**src/rtl/muldiv_pkg.sv**
```systemverilog
// Shared definitions for the iterative multiply/divide unit:
// function codes, FSM states and the default datapath width.
package muldiv_pkg;

    localparam int unsigned DEF_WIDTH = 32;

    localparam logic [5:0] FN_MULTU = 6'b010000;
    localparam logic [5:0] FN_MULT  = 6'b010001;
    localparam logic [5:0] FN_DIVU  = 6'b011000;
    localparam logic [5:0] FN_DIV   = 6'b011001;

    typedef enum logic [1:0] {IDLE, RUN, FINISH} state_e;
    typedef enum logic {OP_MUL, OP_DIV} op_e;

    function automatic logic fn_valid(input logic [5:0] f);
        return (f == FN_MULTU) || (f == FN_MULT) || (f == FN_DIVU) || (f == FN_DIV);
    endfunction

endpackage

```
**src/rtl/muldiv_if.sv**
```systemverilog
// Issue/result bundle between the execute stage and the multiply/divide unit.
interface muldiv_if #(parameter int unsigned WIDTH = muldiv_pkg::DEF_WIDTH);

    logic             start;
    logic [5:0]       Func_in;
    logic [WIDTH-1:0] A_in;
    logic [WIDTH-1:0] B_in;
    logic             flush;
    logic             hi_we;
    logic             lo_we;
    logic [WIDTH-1:0] wr_data;
    logic             busy;
    logic             done;
    logic             dz;
    logic [WIDTH-1:0] hi_out;
    logic [WIDTH-1:0] lo_out;

    modport master (
        output start, Func_in, A_in, B_in, flush, hi_we, lo_we, wr_data,
        input  busy, done, dz, hi_out, lo_out
    );

    modport slave (
        input  start, Func_in, A_in, B_in, flush, hi_we, lo_we, wr_data,
        output busy, done, dz, hi_out, lo_out
    );

endinterface

```
**src/rtl/muldiv_step.sv**
```systemverilog
// One combinational iteration: shift-add multiply or restoring shift-subtract
// divide on a {upper, lower} double-width accumulator.
module muldiv_step
    import muldiv_pkg::*;
#(
    parameter int unsigned WIDTH = DEF_WIDTH
) (
    input  op_e                mode,
    input  logic [2*WIDTH-1:0] acc,
    input  logic [WIDTH-1:0]   operand,
    output logic [2*WIDTH-1:0] acc_next
);

    logic [WIDTH-1:0] addend;
    logic [WIDTH:0]   sum;
    logic [WIDTH:0]   rem_sh;
    logic [WIDTH+1:0] diff;
    logic             unused_ok;

    // A successful trial leaves diff below the divisor, so diff[WIDTH] is always clear.
    assign unused_ok = diff[WIDTH];

    always_comb begin
        addend = acc[0] ? operand : '0;
        sum    = {1'b0, acc[2*WIDTH-1:WIDTH]} + {1'b0, addend};
        rem_sh = {acc[2*WIDTH-1:WIDTH], acc[WIDTH-1]};
        diff   = {1'b0, rem_sh} - {2'b00, operand};
        if (mode == OP_MUL) begin
            acc_next = {sum, acc[WIDTH-1:1]};
        end else if (!diff[WIDTH+1]) begin
            acc_next = {diff[WIDTH-1:0], acc[WIDTH-2:0], 1'b1};
        end else begin
            acc_next = {rem_sh[WIDTH-1:0], acc[WIDTH-2:0], 1'b0};
        end
    end

endmodule

```
**src/rtl/muldiv_unit.sv**
```systemverilog
// Iterative 32-step multiply/divide unit owning the HI/LO registers;
// operates on magnitudes and fixes signs in a final cycle.
module muldiv_unit
    import muldiv_pkg::*;
#(
    parameter int unsigned WIDTH = DEF_WIDTH
) (
    input  logic     clk,
    input  logic     rst_n,
    muldiv_if.slave  bus
);

    localparam int unsigned CW = $clog2(WIDTH);

    state_e             state, state_next;
    logic [CW-1:0]      cnt;
    logic [2*WIDTH-1:0] acc, acc_step;
    logic [WIDTH-1:0]   opnd, hi_q, lo_q;
    op_e                mode;
    logic               sign_q, sign_r, done_q, dz_q;

    logic               fn_ok, is_signed, accept, do_step, do_finish, wr_en;
    logic [WIDTH-1:0]   mag_a, mag_b, quo_fix, rem_fix;
    logic [2*WIDTH-1:0] prod_fix;

    muldiv_step #(.WIDTH(WIDTH)) u_step (
        .mode     (mode),
        .acc      (acc),
        .operand  (opnd),
        .acc_next (acc_step)
    );

    always_ff @(posedge clk or negedge rst_n) begin
        if (!rst_n) state <= IDLE;
        else        state <= state_next;
    end

    always_comb begin
        state_next = state;
        accept     = 1'b0;
        do_step    = 1'b0;
        do_finish  = 1'b0;
        wr_en      = 1'b0;
        fn_ok      = fn_valid(bus.Func_in);
        case (state)
            IDLE: begin
                accept = bus.start && fn_ok && !bus.flush;
                wr_en  = !accept;
                if (accept) state_next = RUN;
            end
            RUN: begin
                if (bus.flush) begin
                    state_next = IDLE;
                end else begin
                    do_step = 1'b1;
                    if (cnt == '0) state_next = FINISH;
                end
            end
            FINISH: begin
                state_next = IDLE;
                do_finish  = !bus.flush;
            end
            default: state_next = IDLE;
        endcase
    end

    always_comb begin
        is_signed = bus.Func_in[0];
        mag_a     = (is_signed && bus.A_in[WIDTH-1]) ? -bus.A_in : bus.A_in;
        mag_b     = (is_signed && bus.B_in[WIDTH-1]) ? -bus.B_in : bus.B_in;
        prod_fix  = sign_q ? -acc : acc;
        quo_fix   = sign_q ? -acc[WIDTH-1:0] : acc[WIDTH-1:0];
        rem_fix   = sign_r ? -acc[2*WIDTH-1:WIDTH] : acc[2*WIDTH-1:WIDTH];
    end

    always_ff @(posedge clk or negedge rst_n) begin
        if (!rst_n) begin
            cnt    <= '0;
            acc    <= '0;
            opnd   <= '0;
            mode   <= OP_MUL;
            sign_q <= 1'b0;
            sign_r <= 1'b0;
            hi_q   <= '0;
            lo_q   <= '0;
            done_q <= 1'b0;
            dz_q   <= 1'b0;
        end else begin
            done_q <= 1'b0;
            if (accept) begin
                cnt    <= CW'(WIDTH - 1);
                acc    <= {{WIDTH{1'b0}}, mag_a};
                opnd   <= mag_b;
                mode   <= bus.Func_in[3] ? OP_DIV : OP_MUL;
                sign_q <= is_signed & (bus.A_in[WIDTH-1] ^ bus.B_in[WIDTH-1]);
                sign_r <= is_signed & bus.A_in[WIDTH-1];
                dz_q   <= 1'b0;
            end
            if (wr_en) begin
                if (bus.hi_we) hi_q <= bus.wr_data;
                if (bus.lo_we) lo_q <= bus.wr_data;
            end
            if (do_step) begin
                acc <= acc_step;
                if (cnt != '0) cnt <= cnt - 1'b1;
            end
            if (do_finish) begin
                done_q <= 1'b1;
                if (mode == OP_MUL) begin
                    {hi_q, lo_q} <= prod_fix;
                end else begin
                    // Zero divisor: the remainder is |A| re-signed, i.e. A as issued.
                    hi_q <= rem_fix;
                    lo_q <= (opnd == '0) ? '1 : quo_fix;
                    dz_q <= (opnd == '0);
                end
            end
        end
    end

    assign bus.busy   = (state != IDLE);
    assign bus.done   = done_q;
    assign bus.dz     = dz_q;
    assign bus.hi_out = hi_q;
    assign bus.lo_out = lo_q;

endmodule

```
**src/flat_wrapper.sv**
```systemverilog
// flat-port wrapper written by rule: the top's interface ports become plain ports
module muldiv_unit_flat import muldiv_pkg::*;
#(
    parameter int unsigned WIDTH = DEF_WIDTH
)
  (clk, rst_n, bus_start, bus_Func_in, bus_A_in, bus_B_in, bus_flush, bus_hi_we, bus_lo_we, bus_wr_data, bus_busy, bus_done, bus_dz, bus_hi_out, bus_lo_out);
  muldiv_if #(.WIDTH(WIDTH)) bus_i ();
  input  logic clk;
  input  logic rst_n;
  input wire logic [$bits(bus_i.start)-1:0] bus_start;
  input wire logic [$bits(bus_i.Func_in)-1:0] bus_Func_in;
  input wire logic [$bits(bus_i.A_in)-1:0] bus_A_in;
  input wire logic [$bits(bus_i.B_in)-1:0] bus_B_in;
  input wire logic [$bits(bus_i.flush)-1:0] bus_flush;
  input wire logic [$bits(bus_i.hi_we)-1:0] bus_hi_we;
  input wire logic [$bits(bus_i.lo_we)-1:0] bus_lo_we;
  input wire logic [$bits(bus_i.wr_data)-1:0] bus_wr_data;
  output wire logic [$bits(bus_i.busy)-1:0] bus_busy;
  output wire logic [$bits(bus_i.done)-1:0] bus_done;
  output wire logic [$bits(bus_i.dz)-1:0] bus_dz;
  output wire logic [$bits(bus_i.hi_out)-1:0] bus_hi_out;
  output wire logic [$bits(bus_i.lo_out)-1:0] bus_lo_out;
  assign bus_i.start = bus_start;
  assign bus_i.Func_in = bus_Func_in;
  assign bus_i.A_in = bus_A_in;
  assign bus_i.B_in = bus_B_in;
  assign bus_i.flush = bus_flush;
  assign bus_i.hi_we = bus_hi_we;
  assign bus_i.lo_we = bus_lo_we;
  assign bus_i.wr_data = bus_wr_data;
  assign bus_busy = bus_i.busy;
  assign bus_done = bus_i.done;
  assign bus_dz = bus_i.dz;
  assign bus_hi_out = bus_i.hi_out;
  assign bus_lo_out = bus_i.lo_out;
  muldiv_unit #(.WIDTH(WIDTH)) u_core (.clk(clk), .rst_n(rst_n), .bus(bus_i));
endmodule
```
**config.mk**
```make
export PLATFORM = sky130hd
export DESIGN_NAME = muldiv_unit_flat
export DESIGN_NICKNAME = d
export VERILOG_FILES = /design/src/rtl/muldiv_pkg.sv /design/src/rtl/muldiv_if.sv /design/src/rtl/muldiv_step.sv /design/src/rtl/muldiv_unit.sv /design/src/flat_wrapper.sv
export SDC_FILE = /design/constraint.sdc
export NUM_CORES = 1
export LEC_CHECK = 0
export ABC_CLOCK_PERIOD_IN_PS = 4820
export CAP_MARGIN = 20
export CORE_MARGIN = 4
export CORE_UTILIZATION = 60
export CTS_CLUSTER_DIAMETER = 30
export DETAILED_ROUTE_END_ITERATION = 10
export DONT_BUFFER_PORTS = 1
export GPL_TIMING_DRIVEN = 0
export HOLD_SLACK_MARGIN = 0.12
export PLACE_DENSITY = 0.76
export SLEW_MARGIN = 20
export SYNTH_ARGS = -nofsm -noshare
export SYNTH_HDL_FRONTEND = slang
export SYNTH_SLANG_ARGS = --single-unit
export TNS_END_PERCENT = 30
```
**constraint.sdc**
```tcl
create_clock -name clk -period 4.82 [get_ports clk]
set_clock_uncertainty 0.1 [all_clocks]
set_input_delay 0.482 -clock clk [delete_from_list [all_inputs] [get_ports clk]]
set_output_delay 0.482 -clock clk [all_outputs]
set_load 0.02 [all_outputs]
```
== Word-level counts from Yosys, hierarchy flattened ==
Cells that the tools add are included.

* Reduce and logical (&&, ||, !) cells: 21
* Bitwise gates (word level): 3
* Equal/unequal tests: 8
* Multiplexer cells: 36
* Add/subtract/negate cells: 8

{| class="wikitable"
|+ Operators with widths
! cell !! count
|-
| 32-bit two-way mux || 14
|-
| 64-bit two-way mux || 5
|-
| 32-bit negation || 4
|-
| 64-bit negation || 1
|-
| 33-bit by 32-bit subtractor with 34-bit output || 1
|-
| 32-bit by 32-bit adder with 33-bit output || 1
|-
| 32-bit zero test || 1
|-
| 6-bit by 5-bit equality test with 1-bit output (second input constant) || 4
|-
| 5-bit two-way mux || 3
|-
| 1-bit two-way mux || 10
|-
| 2-bit nonzero test || 5
|-
| 2-bit two-way mux || 3
|-
| 2-bit AND reduction || 3
|-
| 5-bit zero test || 1
|-
| 5-bit nonzero test || 1
|-
| 5-bit by 1-bit subtractor with 5-bit output (second input constant) || 1
|-
| 1-bit logical AND || 4
|-
| 2-bit one-hot mux with 2 select lines || 1
|-
| 1-bit logical OR || 3
|-
| 3-bit by 2-bit inequality test with 1-bit output (second input constant) || 1
|-
| 1-bit bitwise AND || 2
|-
| 2-bit by 1-bit equality test with 1-bit output (second input constant) || 1
|-
| 2-bit equality test (second input constant) || 1
|-
| 1-bit zero test || 2
|-
| other kinds (3) || 3
|}

* Bits in registers: 172
* Output and inout bits: 67
* Word-level logic and storage cells: 87
* Input port bits: 108

== Depth between registers and ports, before layout ==
* Word-level depth: 10
* Mapped depth: 14
* Depth with buffers taken out: 13

== Cells and area by module ==
From an unflattened synthesis, not the netlist that was laid out.

* Cell total of the unflattened synthesis: 1990
* Area, all modules: 15652.5 µm²

{| class="wikitable"
|+ By module, submodules not included
! module !! instances !! cells each !! seq. area each (µm²) !! area each (µm²)
|-
| muldiv_unit || 1 || 1313 || 4304.1 || 10887.9
|-
| muldiv_step || 1 || 677 || 0.0 || 4764.6
|}

== Least setup slack after synthesis ==
No wires, ideal clock.

* Path type: register to register
* Start point: register u_core.acc[0]
* End point: register u_core.acc[60]
* Path buffers: 1
* Setup time: 122 ps
* Path slack: 1573 ps
* Period minus slack after synthesis: 3247 ps
* Cell stages (with the launch flop): 13
* Arrival time: 3026 ps
* Required time: 4598 ps
* Path through: dfrtp_1 > inv_1 > clkbuf_1 > nor2_1 > ha_1 > and2_1 > a221o_1 > a22o_1 > o41a_1 > a41oi_1 > xor2_1 > o21ai_0 > a32o_1

* Longest elaborated chain between the ends: 4

{| class="wikitable"
|+ RTL lines
! element !! line !! RTL
|-
| from (decl) || muldiv_unit.sv:17 || <nowiki>logic [2*WIDTH-1:0] acc, acc_step;</nowiki>
|-
| from (signal assigned) || muldiv_unit.sv:92 || <nowiki>acc <= {{WIDTH{1'b0}}, mag_a};</nowiki>
|-
| from (signal assigned) || muldiv_unit.sv:104 || <nowiki>acc <= acc_step;</nowiki>
|-
| 32-bit two-way mux || muldiv_step.sv:24 || <nowiki>addend = acc[0] ? operand : '0;</nowiki>
|-
| 32-bit by 32-bit adder with 33-bit output || muldiv_step.sv:25 || <nowiki>sum = {1'b0, acc[2*WIDTH-1:WIDTH]} + {1'b0, addend};</nowiki>
|-
| 64-bit two-way mux || muldiv_step.sv:28 || <nowiki>if (mode == OP_MUL) begin</nowiki>
|-
| 64-bit two-way mux || muldiv_unit.sv:103 || <nowiki>if (do_step) begin</nowiki>
|}

Every way passes these cells.
A chain may end at the register's enable or synchronous reset.

== Worst setup path after layout ==
* Start point: register u_core.acc[0]
* End point: register u_core.acc[63]

Same word-level chain as after synthesis.

==> flow_metrics.env <==
export IMPL_status="completed"
export IMPL_insertion_delay_ps=450
export IMPL_yosys_area_top_type="dfrtp_1"
export IMPL_die_w_um=164
export IMPL_synth_top_family_by_area="compound AO/OA/AOI/OAI gates"
export IMPL_crit_required_ps=5050
export IMPL_met3_usage_pct=6.40
export IMPL_p_per_area_mw_per_mm2=477
export IMPL_core_area_mm2=0.0238
export IMPL_setup_viol=0
export IMPL_crit_path_end_kind="flip-flop"
export IMPL_crit_chain="inv_1, clkbuf_1, nor2_1, ha_1, a21o_1, a21o_1, a2111oi_0, o211ai_1, a311oi_1, o21bai_1, nand4_1, a31o_2, o21ai_0"
export IMPL_port_buffer_count=0
export IMPL_synth_top_area_share_pct=29.4
export IMPL_worst_slew_pin_slew_ps=1070
export IMPL_die_area_mm2=0.0270
export IMPL_ys_top_cells_by_area="dfrtp_1 (29%), o21ai_0 (7.0%), ha_1 (5.9%), xnor2_1 (5.4%), nand2_1 (5.3%)"
export IMPL_cts_made_buffers=17
export IMPL_clk_pin_slew_ps=80
export IMPL_synthAdderAreaFrac_pct=6.17
export IMPL_critPathMaxStageDelay_ps=780
export IMPL_netlist_instances=1852
export IMPL_setup_ws_ps=292
export IMPL_clk_path_buf_depth=2
export IMPL_grt_pass1_vias=14266
export IMPL_cts_num_sinks=172
export IMPL_die_h_um=164
export IMPL_routed_via_density=6.60
export IMPL_grt_max_degree=173
export IMPL_cp_max_fo=10
export IMPL_grt_antenna_before_repair=2
export IMPL_final_util_pct=66.1
export IMPL_root_buffer="clkbuf_16"
export IMPL_cts_max_level=4
export IMPL_post_cts_resize_count=0
export IMPL_synth_compound_area_share_pct=25.1
export IMPL_crit_top_cell="a21o_1"
export IMPL_syn_nets=2031
export IMPL_grt_pass1_wl_um=80200
export IMPL_dp_hpwl_um=40500
export IMPL_track_usage_pct=38.0
export IMPL_maxSlewViolCount=0
export IMPL_area_growth_pct=7.29
export IMPL_syn_area_mm2=0.0146
export IMPL_rows=56
export IMPL_cts_setup_buffers=0
export IMPL_worst_setup_path_start_kind="flip-flop"
export IMPL_p_leak_nw=6.72
export IMPL_use_met1_pct=48.0
export IMPL_cts_tree="yes"
export IMPL_drc=0
export IMPL_dr_pass1_iters=6
export IMPL_top_usage_layer="met2"
export IMPL_synth_common_cells="nand2_1 (207), o21ai_0 (206), dfrtp_1 (172)"
export IMPL_ant_nets=0
export IMPL_yosys_warnings=0
export IMPL_synthArstFlopShare_pct=100
export IMPL_cap_violations=0
export IMPL_num_nets_final=2056
export IMPL_routed_wl_um=51900
export IMPL_post_drt_wl_per_cell_um=23.5
export IMPL_synthDistinctLibCells=78
export IMPL_rsz0062_at_grt="false"
export IMPL_gp_congestion=1.02
export IMPL_synthXorXnorAreaFrac_pct=10.2
export IMPL_ys_seq_elements=172
export IMPL_cp_arrival_ps=4750
export IMPL_overflow=0
export IMPL_dp_slack_ps=270
export IMPL_worst_setup_path_type="reg2reg"
export IMPL_ios=175
export IMPL_ys_flop_type="dfrtp_1"
export IMPL_tns_ps=0
export IMPL_hold_viol=0
export IMPL_grtUsageMet2_pct=62.3
export IMPL_synth_most_common_cell="nand2_1"
export IMPL_fmax_mhz=221
export IMPL_hold_path_class="in2reg"
export IMPL_synth_edf_count=0
export IMPL_peakVddDrop_uv=284
export IMPL_drive_gt1_share_pct=4.18
export IMPL_cp_slowest_cell="a2111oi_0"
export IMPL_synth_seq_area_share_pct=29.4
export IMPL_period_share_pct=93.9
export IMPL_yosys_area_share_simple_pct=18.9
export IMPL_initial_core_util_pct=61.6
export IMPL_synth_mux_area_fraction_pct=5.73
export IMPL_avgSynthCellArea_um2=7.91
export IMPL_min_period_ps=4530
export IMPL_num_vias=14592
export IMPL_slew_limit_headroom_pct=28.5
export IMPL_drt_initial_drc_count=1597
[cell type report]
| class | instances | area, um^2 |
|---|---|---|
| inverter | 65 | 244 |
| multi-input combinational | 1506 | 9670 |
| antenna | 2 | 5.00 |
| clock inverter | 14 | 146 |
| timing repair buffer | 6 | 77.6 |
| clock buffer | 18 | 439 |
| tap | 319 | 399 |
| buffer | 109 | 424 |
| sequential | 172 | 4300 |
| fill | 2054 | 8040 |
[per-stage QoR]
step | cell area [um^2] | power, W | hold WS, ps | cells
floorplan | 14600 | 0.00488 | 86.4 | 1852
CTS | 15700 | 0.00737 | 121 | 2209
global placement | 15000 | 0.00585 | 90.0 | 2171
finish | 15700 | 0.00749 | 119 | 2211
global route | 15700 | 0.00792 | 141 | 2211
detailed placement | 15000 | 0.00591 | 90.2 | 2171
[logic make-up (layout without fill, tap and decap cells)]
| kind of cell | after synthesis | after routing |
|---|---|---|
| AOI/OAI and AO/OA | 602 | 602 |
| xor gates and xnor gates | 170 | 170 |
| adders and majority gates | 71 | 71 |
| buffers and inverters | 174 | 212 |
| DFF | 172 | 172 |
| muxes | 83 | 83 |
| other | 0 | 2 |
| and+or+nand+nor | 580 | 580 |
[layer usage]
metal	up-vias	wire length, um
li1	6739	-
met1	6947	20400
met2	741	23900
met3	163	4650
met4	2	2880
met5	-	13
[report_power, final]
part | switching, W | internal (W) | total [W] | leakage, nW
clock network | 0.000724 | 0.000708 | 0.00143 | 0.291
logic | 0.00231 | 0.00143 | 0.00374 | 4.31
registers | 0.000580 | 0.00173 | 0.00231 | 2.12
[critical path: cells and delay by family, from the launching register on]
kind	cells	cell delay (ps)
AOI/OAI and AO/OA	8	2450
adders and majority gates	1	400
buffers and inverters	2	660
DFF	1	530
and+or+nand+nor	2	260
[path summary, 6_finish.rpt]
path	startpoint	to	slack (ps)	cells past startpoint
max	u_core.acc[0]	u_core.acc[63]	290	13
min	bus_A_in[16]	u_core.acc[16]	120	2
max reg2reg	u_core.acc[0]	u_core.acc[63]	290	13
min reg2reg	u_core.opnd[8]	u_core.opnd[8]	420	2
max in group asynchronous	rst_n	u_core.acc[46]	3320	2
min in group asynchronous	rst_n	u_core.acc[19]	590	2
[repair_timing]
item	CTS	global route
setup endpoints to repair	0	0
hold buffers	6	0
endpoints found under the hold margin	176	0
[state kept, by name (all words and copies together), names as in the netlist]
signal,flops
u_core.acc,64
u_core.bus.done,1
u_core.bus.dz,1
u_core.bus.hi_out,32
u_core.bus.lo_out,32
u_core.cnt,5
u_core.mode,1
u_core.opnd,32
u_core.sign_q,1
u_core.sign_r,1
u_core.state,2
[layout by cell type, fill, tap and decap left out, types with 12 or more instances in the layout]
master     instances
and2_1            17
a21o_1            30
o21ai_0          206
o31ai_1           18
o211ai_1          42
nor2b_1           12
a211oi_1          12
and3_1            12
nor4_1            24
o21ai_1           17
nor3_1            34
clkbuf_16         17
xor2_1            80
or4_1             14
a31oi_1           16
nand2_1          207
xnor2_1           90
a21oi_1          148
or3_1             14
nand4_1           19
dfrtp_1          172
inv_1             65
clkbuf_1          91
nor2_1           152
ha_1              69
a22oi_1           25
nand3_1           32
mux2i_1           76
Note: power is estimated with default switching activity, not from simulation.
